[src/rtl/fx_gain_scheduler.sv]
`default_nettype none
// ============================================================================
//  Module   : fx_gain_scheduler
//  Function : Per-frame stereo gain/mute stage sharing one signed 16x16
//             multiplier across both channels; gain updates at frame start.
//  Revision : 1.0 - initial release
// ============================================================================
module fx_gain_scheduler #(
    parameter int          FRAC_BITS    = 14,
    parameter logic [15:0] DEFAULT_GAIN = 16'h4000
) (
    input  logic        clk,
    input  logic        rst_n,
    input  logic        VALID,
    input  logic [15:0] left_in,
    input  logic [15:0] right_in,
    input  logic        mute,
    input  logic        gain_wr,
    input  logic [15:0] gain_data,
    output logic        gain_ack,
    input  logic        clr_ovr,
    output logic [15:0] left_out,
    output logic [15:0] right_out,
    output logic        out_vld,
    output logic        busy,
    output logic        overrun
);

    typedef enum logic [1:0] {
        ST_IDLE  = 2'd0,
        ST_MUL_L = 2'd1,
        ST_MUL_R = 2'd2,
        ST_OUT   = 2'd3
    } state_t;

    state_t             r_state;
    state_t             w_next_state;

    logic signed [15:0] r_l_s;
    logic signed [15:0] r_r_s;
    logic signed [15:0] r_eff_gain;
    logic signed [15:0] r_l_res;
    logic signed [31:0] r_prod;
    logic        [15:0] r_active_gain;
    logic        [15:0] r_pending_gain;
    logic               r_pending;

    logic               w_start;
    logic signed [15:0] w_mul_a;
    logic signed [31:0] w_prod;
    logic signed [15:0] w_sat;

    // Floor shift (arithmetic) then clamp to the signed 16-bit range.
    function automatic logic signed [15:0] sat(input logic signed [31:0] p);
        logic signed [31:0] s;
        s = p >>> FRAC_BITS;
        if (s > 32'sd32767)
            return 16'sh7FFF;
        else if (s < -32'sd32768)
            return 16'sh8000;
        else
            return s[15:0];
    endfunction

    assign w_start = (r_state == ST_IDLE) && VALID;
    assign busy    = (r_state != ST_IDLE);
    assign w_mul_a = (r_state == ST_MUL_L) ? r_l_s : r_r_s;
    assign w_prod  = 32'(w_mul_a) * 32'(r_eff_gain);
    assign w_sat   = sat(r_prod);

    always_ff @(posedge clk) begin
        if (!rst_n)
            r_state <= ST_IDLE;
        else
            r_state <= w_next_state;
    end

    always_comb begin
        w_next_state = r_state;
        case (r_state)
            ST_IDLE:  if (VALID) w_next_state = ST_MUL_L;
            ST_MUL_L: w_next_state = ST_MUL_R;
            ST_MUL_R: w_next_state = ST_OUT;
            ST_OUT:   w_next_state = ST_IDLE;
            default:  w_next_state = ST_IDLE;
        endcase
    end

    always_ff @(posedge clk) begin
        if (!rst_n) begin
            r_l_s          <= '0;
            r_r_s          <= '0;
            r_eff_gain     <= '0;
            r_l_res        <= '0;
            r_prod         <= '0;
            r_active_gain  <= DEFAULT_GAIN;
            r_pending_gain <= '0;
            r_pending      <= 1'b0;
            gain_ack       <= 1'b0;
            left_out       <= '0;
            right_out      <= '0;
            out_vld        <= 1'b0;
            overrun        <= 1'b0;
        end else begin
            gain_ack <= 1'b0;
            out_vld  <= 1'b0;

            if (w_start) begin
                r_l_s      <= left_in;
                r_r_s      <= right_in;
                r_eff_gain <= mute ? 16'sd0
                            : (r_pending ? r_pending_gain : r_active_gain);
                if (r_pending) begin
                    r_active_gain <= r_pending_gain;
                    r_pending     <= 1'b0;
                    gain_ack      <= 1'b1;
                end
            end

            // A write on the frame-start edge stays pending for the next frame.
            if (gain_wr) begin
                r_pending_gain <= gain_data;
                r_pending      <= 1'b1;
            end

            if (VALID && busy)
                overrun <= 1'b1;
            else if (clr_ovr)
                overrun <= 1'b0;

            case (r_state)
                ST_MUL_L: r_prod <= w_prod;
                ST_MUL_R: begin
                    r_l_res <= w_sat;
                    r_prod  <= w_prod;
                end
                ST_OUT: begin
                    left_out  <= r_l_res;
                    right_out <= w_sat;
                    out_vld   <= 1'b1;
                end
                default: ;
            endcase
        end
    end

endmodule
`default_nettype wire

[config.mk]
export PLATFORM = sky130hd
export DESIGN_NAME = fx_gain_scheduler
export DESIGN_NICKNAME = d
export VERILOG_FILES = /design/src/rtl/fx_gain_scheduler.sv
export SDC_FILE = /design/constraint.sdc
export NUM_CORES = 1
export LEC_CHECK = 0
export CAP_MARGIN = 30
export CORE_ASPECT_RATIO = 1.75
export CORE_MARGIN = 4
export CORE_UTILIZATION = 41
export DETAILED_ROUTE_END_ITERATION = 7
export PLACE_DENSITY = 0.68
export SYNTH_ARGS = -nofsm -noshare
export SYNTH_HDL_FRONTEND = slang
export SYNTH_SLANG_ARGS = --single-unit
[constraint.sdc]
create_clock -name clk -period 11.8 [get_ports clk]
set_input_delay 2.36 -clock clk [delete_from_list [all_inputs] [get_ports clk]]
set_output_delay 2.36 -clock clk [all_outputs]
set_load 0.05 [all_outputs]
==> results.md, run 1 <==
- Final setup violation count: 0
- Post-Synthesis Net Count: between 2k and 2.5k
- Antenna viol nets, final: 0
- # resized after CTS: 0
- Drt initial violations: around 570
- Slew HR: 0.3735
- Sequential cell area fraction in the yosys report: 0.1928
- Die height: approximately 270 um
- Full die area: between 40000 and 50000 um2
- Power Density: between 100 and 150 nW/um2
- PortBufs: slightly below 90
- Ys async rst share: 0
- Crit share post-route: 0.5894
- Layout cells sized above 1: 0.04640
- Hold-fix buffers, CTS: 0
- Most frequent cells in the layout: inv_1 (287), fa_1 (261), nand2_1 (215)
- Postcts setup bufs: 0
- Die width: approximately 160 um
- Vias/cell: between 5 and 6
- Clock transition at path regs: 70 ps
- Largest net degree at the start of global routing: 87
- EDFF count, synth: 0
- Synth Cell Area: ~16000 um2
- Total CTS buffers: 17
- Final worst clock skew: 10.61 ps
- Syn. warnings: 0
- Max-slew violation count: 0
- Clock sinks: around 150
- Via count: 11.23k
- Starting Density: 0.4167
- Crit path arrival time: roughly 7300 ps
- Total GRT Usage: 0.1936
- Antenna fix cells: 0
- Setup tns final: 0 ps
- Core region area: ~38000 um2
- Dpl hpwl: 29540 um
- Tmin final: approximately 7000 ps
- Worst VDD drop: about 190 uV
- Leakage: 8.329 nW
- Nets@finish: roughly 2.1k
- IO Pins: 90
- Final WL: roughly 38000 um
- Setup crit end kind: flop
- CTS tree: done
- CP Class: flop to flop
- Synth Instances: ~1.7k
- Hold/Removal Path Class: flop to flop
- Max Fclk: between 0.1 and 0.15 GHz
- Synthesized area per cell: around 9.4 um2
- Fill count: approximately 3.7k
- Synth Flop Type: dfxtp_1
- CP Launch Type: flop
- First-pass GRT wire length: 63560 um
- Row count: 94
- Worst-Skew Late Latency: 450 ps
- Final Hold Viols: 0
- Area Overhead vs Synth: 12.26%
- GP Congestion: about 0.89
- First-pass DRT Iterations: 4
- Clock Path Buffers: 2
- Design area: approximately 18000 um2
- Yosys reg bits: about 150
- Worst Reg-to-Reg Cells: 23
- Synth top area cells: fa_1 (33%), dfxtp_1 (19%), inv_1 (6.8%), ha_1 (6.7%), mux2i_1 (5.1%)
- Area leader, netlist: fa_1
- Hold Path Cell Cnt: 2
- Yosys top cell area share: 0.3311
- Total grt overflow: 0
- Number of distinct library cells after synthesis: 63
- Commonest non-fill, non-tap cell in the layout: inv_1
- RSZ-0062 raised after global routing: false
- Drc violations: 0
- Vias in the first global route: around 13k
- CTS H-tree lvls: 4
- Initial antenna violation count: 0
- Run status: finished, final reports clean
- Cell chosen for the clock root: clkbuf_16
- Dpl cell area: ~17000 um2
- Worst slew pin tran: 936.3 ps
- Crit Path Max Fanout: 16
- Number of max-cap violations: 0
- Avg WL per Cell: around 17 um
- CP required: about 12000 ps
## metrics by stage
| step | hold slack [ps] | worst slack [ps] | util | cells | power [mW] |
|---|---|---|---|---|---|
| floorplan | 428.1 | 4754 | - | 1673 | 1.052 |
| global placement | 450.6 | 4352 | 0.4488 | 2165 | 1.217 |
| detailed placement | 452.2 | 4164 | 0.4501 | 2168 | 1.241 |
| CTS | 466.5 | 4130 | 0.4660 | 2200 | 1.813 |
| global route | 489.8 | 4458 | 0.4678 | 2204 | 1.911 |
| finish | 464.9 | 4845 | 0.4678 | 2204 | 1.803 |
## state kept, by name, summed over array words and instances, names as in the netlist, 2 cells and up
| register | flops |
|---|---|
| r_prod | 18 |
| left_out | 16 |
| r_active_gain | 16 |
| r_eff_gain | 16 |
| r_l_res | 16 |
| r_l_s | 16 |
| r_pending_gain | 16 |
| r_r_s | 16 |
| right_out | 16 |
| r_state | 2 |
## layer usage
metal	track usage	wire, um	vias up	share of wire
met5	0	0	-	0
met1	0.1982	13530	5646	0.35
met2	0.3699	21130	265	0.55
met4	0.1162	2391	0	0.063
li1	-	-	5214	-
met3	0.02102	1094	107	0.029
## path summary, 6_finish.rpt
check                                        startpoint                       to  slack, ps
worst max-delay path            r_state[1]$_SDFFE_PN0P_  r_prod[26]$_SDFFE_PN0P_       4850
worst max register to register  r_state[1]$_SDFFE_PN0P_  r_prod[26]$_SDFFE_PN0P_       4850
worst min-delay path             r_r_s[10]$_SDFFE_PN0P_   r_r_s[10]$_SDFFE_PN0P_        460
worst min register to register   r_r_s[10]$_SDFFE_PN0P_   r_r_s[10]$_SDFFE_PN0P_        460
## cells by family (layout without fill, tap and decap cells)
| group | Yosys count | after routing | share of synthesized area |
|---|---|---|---|
| AO/OA/AOI/OAI | 134 | 134 | 0.06739 |
| XOR/XNOR | 18 | 18 | 0.009989 |
| adder cells (fa/ha/maj) | 345 | 345 | 0.3977 |
| buffers and inverters | 368 | 419 | 0.08808 |
| flip-flops | 152 | 152 | 0.1928 |
| multiplexers | 101 | 101 | 0.06651 |
| AND/OR/NAND/NOR | 555 | 555 | 0.1776 |
## critical path, stage by stage, from the launching register on
cell      delay, ps
dfxtp_1         340
inv_1           110
ha_1            220
buf_8           210
mux2_2          520
and2_1          240
fa_1            530
inv_1            50
fa_1            460
fa_1            530
inv_1            70
fa_1            500
fa_1            490
inv_1            50
fa_1            520
inv_1            50
ha_1            320
a21oi_1         210
o22ai_1         150
a221oi_4        410
a21oi_2         110
o21a_1          200
or3_1           300
a32o_1          240
## layout make-up
class,instances,area [um2],area share
Sequential cell,152,3043,0.1718
Tap cell,480,600.6,0.03390
Multi-Input combinational cell,1153,11360,0.6410
Inverter,287,1077,0.06080
Timing Repair Buffer,100,1039,0.05862
Clock inverter,13,158.9,0.008969
Clock buffer,19,442.9,0.02500
## Yosys cell counts, drive strengths merged (2+ instances only)
library cell / n
or3: 4
o31ai: 2
nand2: 216
a211oi: 3
and3: 4
nand4: 5
nand2b: 7
nor4: 2
and2: 128
a31oi: 3
xor2: 7
a21oi: 12
nand3: 10
or2: 3
a21boi: 38
a221oi: 2
a22oi: 3
a32o: 4
and2b: 2
xnor2: 11
o211ai: 7
ha: 84
nand4b: 3
o211a: 15
nor2: 57
o21a: 17
o21ai: 17
fa: 261
mux2i: 83
nor2b: 84
nand3b: 10
o41ai: 2
dfxtp: 152
nor3: 18
mux2: 18
a21o: 4
inv: 287
buf: 4
clkbuf: 77
## where the power goes
part / switching (mW) / internal (mW)
combinational: 0.386 / 0.233
sequential: 0.0514 / 0.567
clock: 0.242 / 0.324
Power figures use the tool's default switching activity.
==> run 2, diff against run 1 <==
==> constraint.sdc (replaced) <==
create_clock -name clk -period 6.95 [get_ports clk]
set_input_delay 1.39 -clock clk [delete_from_list [all_inputs] [get_ports clk]]
set_output_delay 1.39 -clock clk [all_outputs]
set_load 0.05 [all_outputs]
==> run 2 against run 1 <==
Die area did not move. Clock skew barely moved. Setup slack got worse by 4600 ps. Critical path type unchanged. Register-to-register slack got worse by 4600 ps. Clock-buffer cell count rose by 1.
==> results.md, run 2 (synthesis gave the netlist of run 1 again) <==
- Hold-fix buffers, CTS: 0 (unchanged)
- Full die area: 41820 um2 (unchanged)
- FF/Latch Area: 3044 um2 (about the same)
- Fill count: 3621 (-0.96%)
- Multi-input gate area: 11420 um2 (+0.53%)
- Die width: 156.3 um (unchanged)
- GP Congestion: 0.9487 (+6.9%)
- First-pass DRT Iterations: 5 (+1)
- CTS H-tree lvls: 4 (unchanged)
- Dpl cell area: 17260 um2 (+1.3%)
- Avg WL per Cell: 18.08 um (+4.5%)
- Final worst clock skew: 10.81 ps (+0.1959 ps)
- Largest reg by FF count: r_prod
- Final setup violation count: 0 (unchanged)
- Area Overhead vs Synth: 13.64%
- Vias in the first global route: 12.97k (+1.6%)
- First-pass GRT wire length: 66290 um (+4.3%)
- Leakage: 8.445 nW (+1.4%)
- Commonest non-fill, non-tap cell in the layout: inv_1
- IO Pins: 90 (unchanged)
- Run status: finished, final reports clean
- Total power: 3.096 mW (+72%)
- Via count: 11.40k (+1.5%)
- Power Density: 172.6 nW/um2 (+70%)
- CP Launch Type: flop
- Antenna viol nets, final: 0 (unchanged)
- Clock Path Buffers: 2 (unchanged)
- Total grt overflow: 0 (unchanged)
- Worst VDD drop: 206.0 uV (+11%)
- Largest net degree at the start of global routing: 101 (+16%)
- Tmin final: 6671 ps (-284.2 ps)
- CP Class: flop to flop
- Final WL: 40290 um (+5.6%)
- Cell chosen for the clock root: clkbuf_16
- Drc violations: 0 (unchanged)
- Crit Path Max Fanout: 17 (+1)
- Crit path arrival time: 6990 ps (-300 ps)
- Layout cells sized above 1: 0.06407 (+0.01767)
- Max-slew violation count: 0 (unchanged)
- Core region area: 37870 um2 (unchanged)
- PortBufs: 89 (unchanged)
- Setup crit end kind: flop
- Die height: 267.5 um (unchanged)
- Final Hold Viols: 0 (unchanged)
- Clock sinks: 152 (unchanged)
- Nets@finish: 2134 (+1.1%)
- Drt initial violations: 530 (-7.5%)
- Crit share post-route: 0.9598 (+0.3704)
- Vias/cell: 5.118 (+0.44%)
- Dpl hpwl: 31940 um (+8.1%)
- Max reg flops: 18 (unchanged)
- Slew HR: 0.3393 (-0.03419)
- Worst slew pin tran: 988.9 ps (+52.63 ps)
- Total CTS buffers: 17 (unchanged)
- Hold/Removal Path Class: flop to flop
- Number of max-cap violations: 0 (unchanged)
- Clock transition at path regs: 70 ps (about the same)
- Row count: 94 (unchanged)
- Worst-Skew Late Latency: 430 ps (-20 ps)
- CP required: 7270 ps (-4870 ps)
- Most frequent cells in the layout: inv_1 (287), fa_1 (259), nand2_1 (214)
- CTS tree: done
- Starting Density: 0.4167 (unchanged)
- Total GRT Usage: 0.2045 (+0.01085)
- Setup tns final: 0 ps (unchanged)
- Initial antenna violation count: 0 (unchanged)
- Max Fclk: 0.1499 GHz (+4.3%)
- Design area: 17930 um2 (+1.2%)
- Antenna fix cells: 0 (unchanged)
## run 2: cell types whose count changed in the layout (fill, tap and decap cells not counted), sizes merged
cell / previous run / this run
buf: 12 / 36
bufinv: 2 / 1
clkbuf: 19 / 20
## run 2: final timing paths
check | end | cells past startpoint | from | slack [ps]
worst max-delay path | r_prod[26]$_SDFFE_PN0P_ | 21 | r_state[1]$_SDFFE_PN0P_ | 280
worst min-delay path | r_r_s[15]$_SDFFE_PN0P_ | 2 | r_r_s[15]$_SDFFE_PN0P_ | 470
worst max register to register | r_prod[26]$_SDFFE_PN0P_ | 21 | r_state[1]$_SDFFE_PN0P_ | 280
worst min register to register | r_r_s[15]$_SDFFE_PN0P_ | 2 | r_r_s[15]$_SDFFE_PN0P_ | 470
## run 2: layout make-up
cell class                 count  area share
timing repair buffer         124     0.06753
inverter                     287     0.06007
clock inverter                12    0.007186
clock buffer                  20     0.02546
multi-input combinational   1153      0.6365
tap                          480     0.03349
sequential                   152      0.1697
## run 2: metal layers
layer,track usage,share of wire,routed length (um)
met2,0.3923,0.56,22400
met5,0,0,0
met1,0.2064,0.35,13960
met3,0.02377,0.032,1272
met4,0.1237,0.066,2662
## run 2: metrics by stage
| step | setup slack (ps) | std cells | hold slack [ps] | utilization |
|---|---|---|---|---|
| 3_5_place_dp | 135.9 | 2193 | 457.1 | 0.4558 |
| 2_1_floorplan | 4.455 | 1673 | 428.1 | - |
| 6_report | 279.3 | 2228 | 466.8 | 0.4736 |
| 3_3_place_gp | 244.7 | 2189 | 448.8 | 0.4539 |
| 4_1_cts | 69.27 | 2225 | 467.1 | 0.4712 |
| 5_1_grt | -6.709 | 2228 | 481.8 | 0.4736 |
## run 2: power by group
group | total, mW | internal, mW | switching, mW
logic | 1.12 | 0.435 | 0.687
registers | 1.05 | 0.964 | 0.0860
clock network | 0.924 | 0.524 | 0.401
total | 3.10 | 1.92 | 1.17
## run 2: what timing repair did
item | in CTS | in global routing
endpoints found under the hold margin | 0 | 0
resized for setup | 0 | 15
endpoints found under the setup margin | 0 | 7
setup buffers | 0 | 2
## run 2: critical path: stages, from the launching register on
cell and delay, ps:
dfxtp_2 340, inv_1 100, ha_1 200, buf_12 190
mux2_2 400, and2_1 200, fa_2 710, fa_1 490
fa_1 520, fa_1 500, fa_1 490, inv_1 50
fa_1 470, inv_1 40, ha_1 330, nand2_1 120
o211ai_1 130, a221oi_4 430, a21oi_2 110, o21a_1 200
or3_1 300, a32o_1 240
==> run 3, diff against run 2 <==
--- a/config.mk
+++ b/config.mk
@@ -5,7 +5,7 @@
 export SDC_FILE = /design/constraint.sdc
 export NUM_CORES = 1
 export LEC_CHECK = 0
-export CAP_MARGIN = 30
+export ABC_AREA = 1
 export CORE_ASPECT_RATIO = 1.75
 export CORE_MARGIN = 4
 export CORE_UTILIZATION = 41
==> run 3 against run 2 <==
Die area grew 1.1%. Synthesized cell count grew 25%. Power grew 35%. Critical path depth grew 4. Routed wire length grew 15%. Flip-flop and latch count is the same. Register-to-register slack is essentially flat. Largest power group unchanged. Via count grew 18%. Non-clock buffer count grew 29. Area after synthesis grew 1.1%. Clock-buffer cell count is the same.
==> results.md, run 3 <==
- Crit path arrival time: 6990 ps (about the same)
- Most frequent cell on the critical path: fa_1
- Drt initial violations: 637 (+20%)
- Cell chosen for the clock root: clkbuf_16
- Reg power frac: 0.281 (-0.058)
- Power Density: 229.3 nW/um2 (+33%)
- Drc violations: 0 (unchanged)
- Net Sw Power: 1.962 mW (+67%)
- Crit path buffers/inverters: 7 (+3)
- Max reg flops: 18 (unchanged)
- Final Hold Viols: 0 (unchanged)
- IO Pins: 90 (unchanged)
- Sequential cell area fraction in the yosys report: 0.1907 (-0.002101)
- Cell with the most instances after synthesis: inv_1
- Die width: 157.1 um (+0.52%)
- R2R Setup Slk: 270 ps (about the same)
- Slowest stage delay, CP: 550 ps (-160 ps)
- RSZ-0062 raised after global routing: false
- CP Class: flop to flop
- Post-Synthesis Net Count: 2492 (+20%)
- Clock transition at path regs: 70 ps (about the same)
- Vias in the first global route: 14.51k (+12%)
- Initial antenna violation count: 0 (unchanged)
- Setup crit end kind: flop
- Gate power share: 0.507 (+0.145)
- Total CTS buffers: 17 (unchanged)
- Worst VDD drop: 289.7 uV (+41%)
- Final worst clock skew: 10.90 ps (+0.09420 ps)
- Worst-Skew Late Latency: 430 ps (about the same)
- Max-slew violation count: 0 (unchanged)
- Slew HR: 0.2410 (-0.09833)
- Layout cells sized above 1: 0.06074 (-0.003330)
- Yosys top cell area share: 0.3275 (-0.003608)
- Synth top area cells: fa_1 (33%), dfxtp_1 (19%), inv_1 (11%), nand2_1 (8.6%), nor2_1 (7.0%)
- Most instantiated cells after synthesis: inv_1 (468), nand2_1 (366), nor2_1 (298), fa_1 (261), dfxtp_1 (152)
- First-pass DRT Iterations: 7 (+2)
- Delay-heaviest family, CP: adder cells
- EDFF count, synth: 0 (unchanged)
- Crit-path slowest cell: fa_1
- Clock sinks: 152 (unchanged)
- Largest reg by FF count: r_prod
- Full die area: 42260 um2 (+1.1%)
- Total GRT Usage: 0.2311 (+0.02662)
- Synth Instances: 2093 (+25%)
- Max Fclk: 0.1497 GHz (-0.15%)
- Commonest non-fill, non-tap cell in the layout: inv_1
- Antenna fix cells: 0 (unchanged)
- Worst slew pin tran: 1139 ps (+149.6 ps)
- Largest net degree at the start of global routing: 81 (-20%)
- CTS tree: done
- Hold Worst Slack: 457.4 ps (-9.365 ps)
- Yosys reg bits: 152 (unchanged)
- Synth Cell Area: 15960 um2 (+1.1%)
- Vias/cell: 5.020 (-1.9%)
- Crit share post-route: 0.9613 (+0.001441)
- GP Congestion: 0.9947 (+4.8%)
- Total grt overflow: 0 (unchanged)
- Die height: 269.0 um (+0.53%)
- Run status: finished, final reports clean
- CP required: 7260 ps (about the same)
- First-pass GRT wire length: 75930 um (+15%)
- Nets@finish: 2592 (+21%)
- Setup tns final: 0 ps (unchanged)
- Area leader, netlist: fa_1
- Clock Path Buffers: 2 (unchanged)
- Tmin final: 6681 ps (+10.02 ps)
- Clock power share: 0.212 (-0.087)
- Synth Flop Type: dfxtp_1
- CP Launch Type: flop
- Dpl hpwl: 39030 um (+22%)
- Leakage: 9.096 nW (+7.7%)
- Final setup violation count: 0 (unchanged)
- Via count: 13.51k (+18%)
- Hold/Removal Path Class: flop to flop
- Sw Ratio: 0.4686 (+0.08934)
- Number of distinct library cells after synthesis: 39 (-38%)
- Internal power consumption: 2.225 mW (+16%)
- Crit Path Max Fanout: 26 (+9)
- Core region area: 38390 um2 (+1.4%)
- Syn. warnings: 0 (unchanged)
- Area Overhead vs Synth: 14.44%
- Number of max-cap violations: 0 (unchanged)
- Avg WL per Cell: 17.23 um (-4.7%)
- Starting Density: 0.4156 (-0.001134)
- Synthesized area per cell: 7.624 um2 (-19%)
- Ys async rst share: 0 (unchanged)
- Row count: 95 (+1.1%)
- Antenna viol nets, final: 0 (unchanged)
- Hold-fix buffers, CTS: 0 (unchanged)
- Final WL: 46360 um (+15%)
- PortBufs: 89 (unchanged)
- Most frequent cells in the layout: inv_1 (467), nand2_1 (365), nor2_1 (298)
- CTS H-tree lvls: 4 (unchanged)
==> run 3: path summary, 6_finish.rpt <==
| kind | start | to | cells past startpoint |
|---|---|---|---|
| setup / recovery | r_state[1]$_SDFFE_PN0P_ | r_prod[20]$_SDFFE_PN0P_ | 25 |
| hold / removal | r_r_s[3]$_SDFFE_PN0P_ | r_r_s[3]$_SDFFE_PN0P_ | 2 |
| setup reg to reg | r_state[1]$_SDFFE_PN0P_ | r_prod[20]$_SDFFE_PN0P_ | 25 |
| hold reg to reg | r_r_s[3]$_SDFFE_PN0P_ | r_r_s[3]$_SDFFE_PN0P_ | 2 |
==> run 3: logic make-up after synthesis <==
| group | synth area share |
|---|---|
| AOI/OAI and AO/OA | 0.09465 |
| xor gates and xnor gates | 0.006038 |
| adders and majority gates | 0.3933 |
| buffers and inverters | 0.1313 |
| DFF | 0.1907 |
| and+or+nand+nor | 0.1840 |
==> run 3: stage by stage <==
step           instance area [um2]  cells  utilization  setup WS (ps)  total power, mW
2_1_floorplan                15960   2093            -          741.4            2.433
5_1_grt                      18260   2691       0.4756          1.446            4.457
4_1_cts                      18180   2685       0.4736          11.98            4.168
6_report                     18260   2691       0.4756          269.3            4.186
3_3_place_gp                 17620   2653       0.4589          95.24            3.238
3_5_place_dp                 17620   2653       0.4589          54.08            3.265
==> run 3: worst reg2reg max path, cell delays in order, from the launching register on <==
cell and delay, ps:
dfxtp_1 360, inv_1 100, ha_2 240, buf_12 180, o21ai_4 390, clkinvlp_4 290, buf_4 200, nor2_1 130
fa_1 440, fa_1 470, fa_1 550, fa_1 470, fa_1 540, fa_1 440, ha_1 370, nand2_1 160
nor2_1 260, inv_1 110, nor2_1 110, inv_1 80, nor3_1 140, nand4_1 100, nand2_1 100, nor2_1 80
o21ai_0 190, inv_1 70
==> run 3: layout make-up <==
class | count | area [um2]
timing repair buffer | 153 | 1379
multi-input combinational | 1387 | 10850
fill | 3761 | 20130
clock buffer | 20 | 456.7
clock inverter | 12 | 107.6
inverter | 482 | 1823
sequential | 152 | 3043
tap | 485 | 606.8
==> run 3: timing repair <==
item                       4_1_cts  5_1_grt
buffers inserted                 0        6
hold endpoints to repair         0        0
gates resized for setup          0        8
setup endpoints to repair        0       16
==> run 3: power by group through the flow <==
| stage | registers [mW] | logic (mW) | clock network, mW |
|---|---|---|---|
| global placement | 1.19 | 2.05 | 0 |
| detailed placement | 1.19 | 2.07 | 0 |
| global route | 1.19 | 2.32 | 0.943 |
| floorplan | 1.31 | 1.12 | 0 |
| CTS | 1.17 | 2.09 | 0.902 |
| finish | 1.18 | 2.12 | 0.887 |
==> run 3: layer usage <==
metal,global-route usage,vias to the layer above,share of wire
li1,-,6416,-
met2,0.4328,398,0.54
met4,0.1468,0,0.078
met1,0.2406,6532,0.35
met3,0.02778,164,0.038
met5,0,-,0
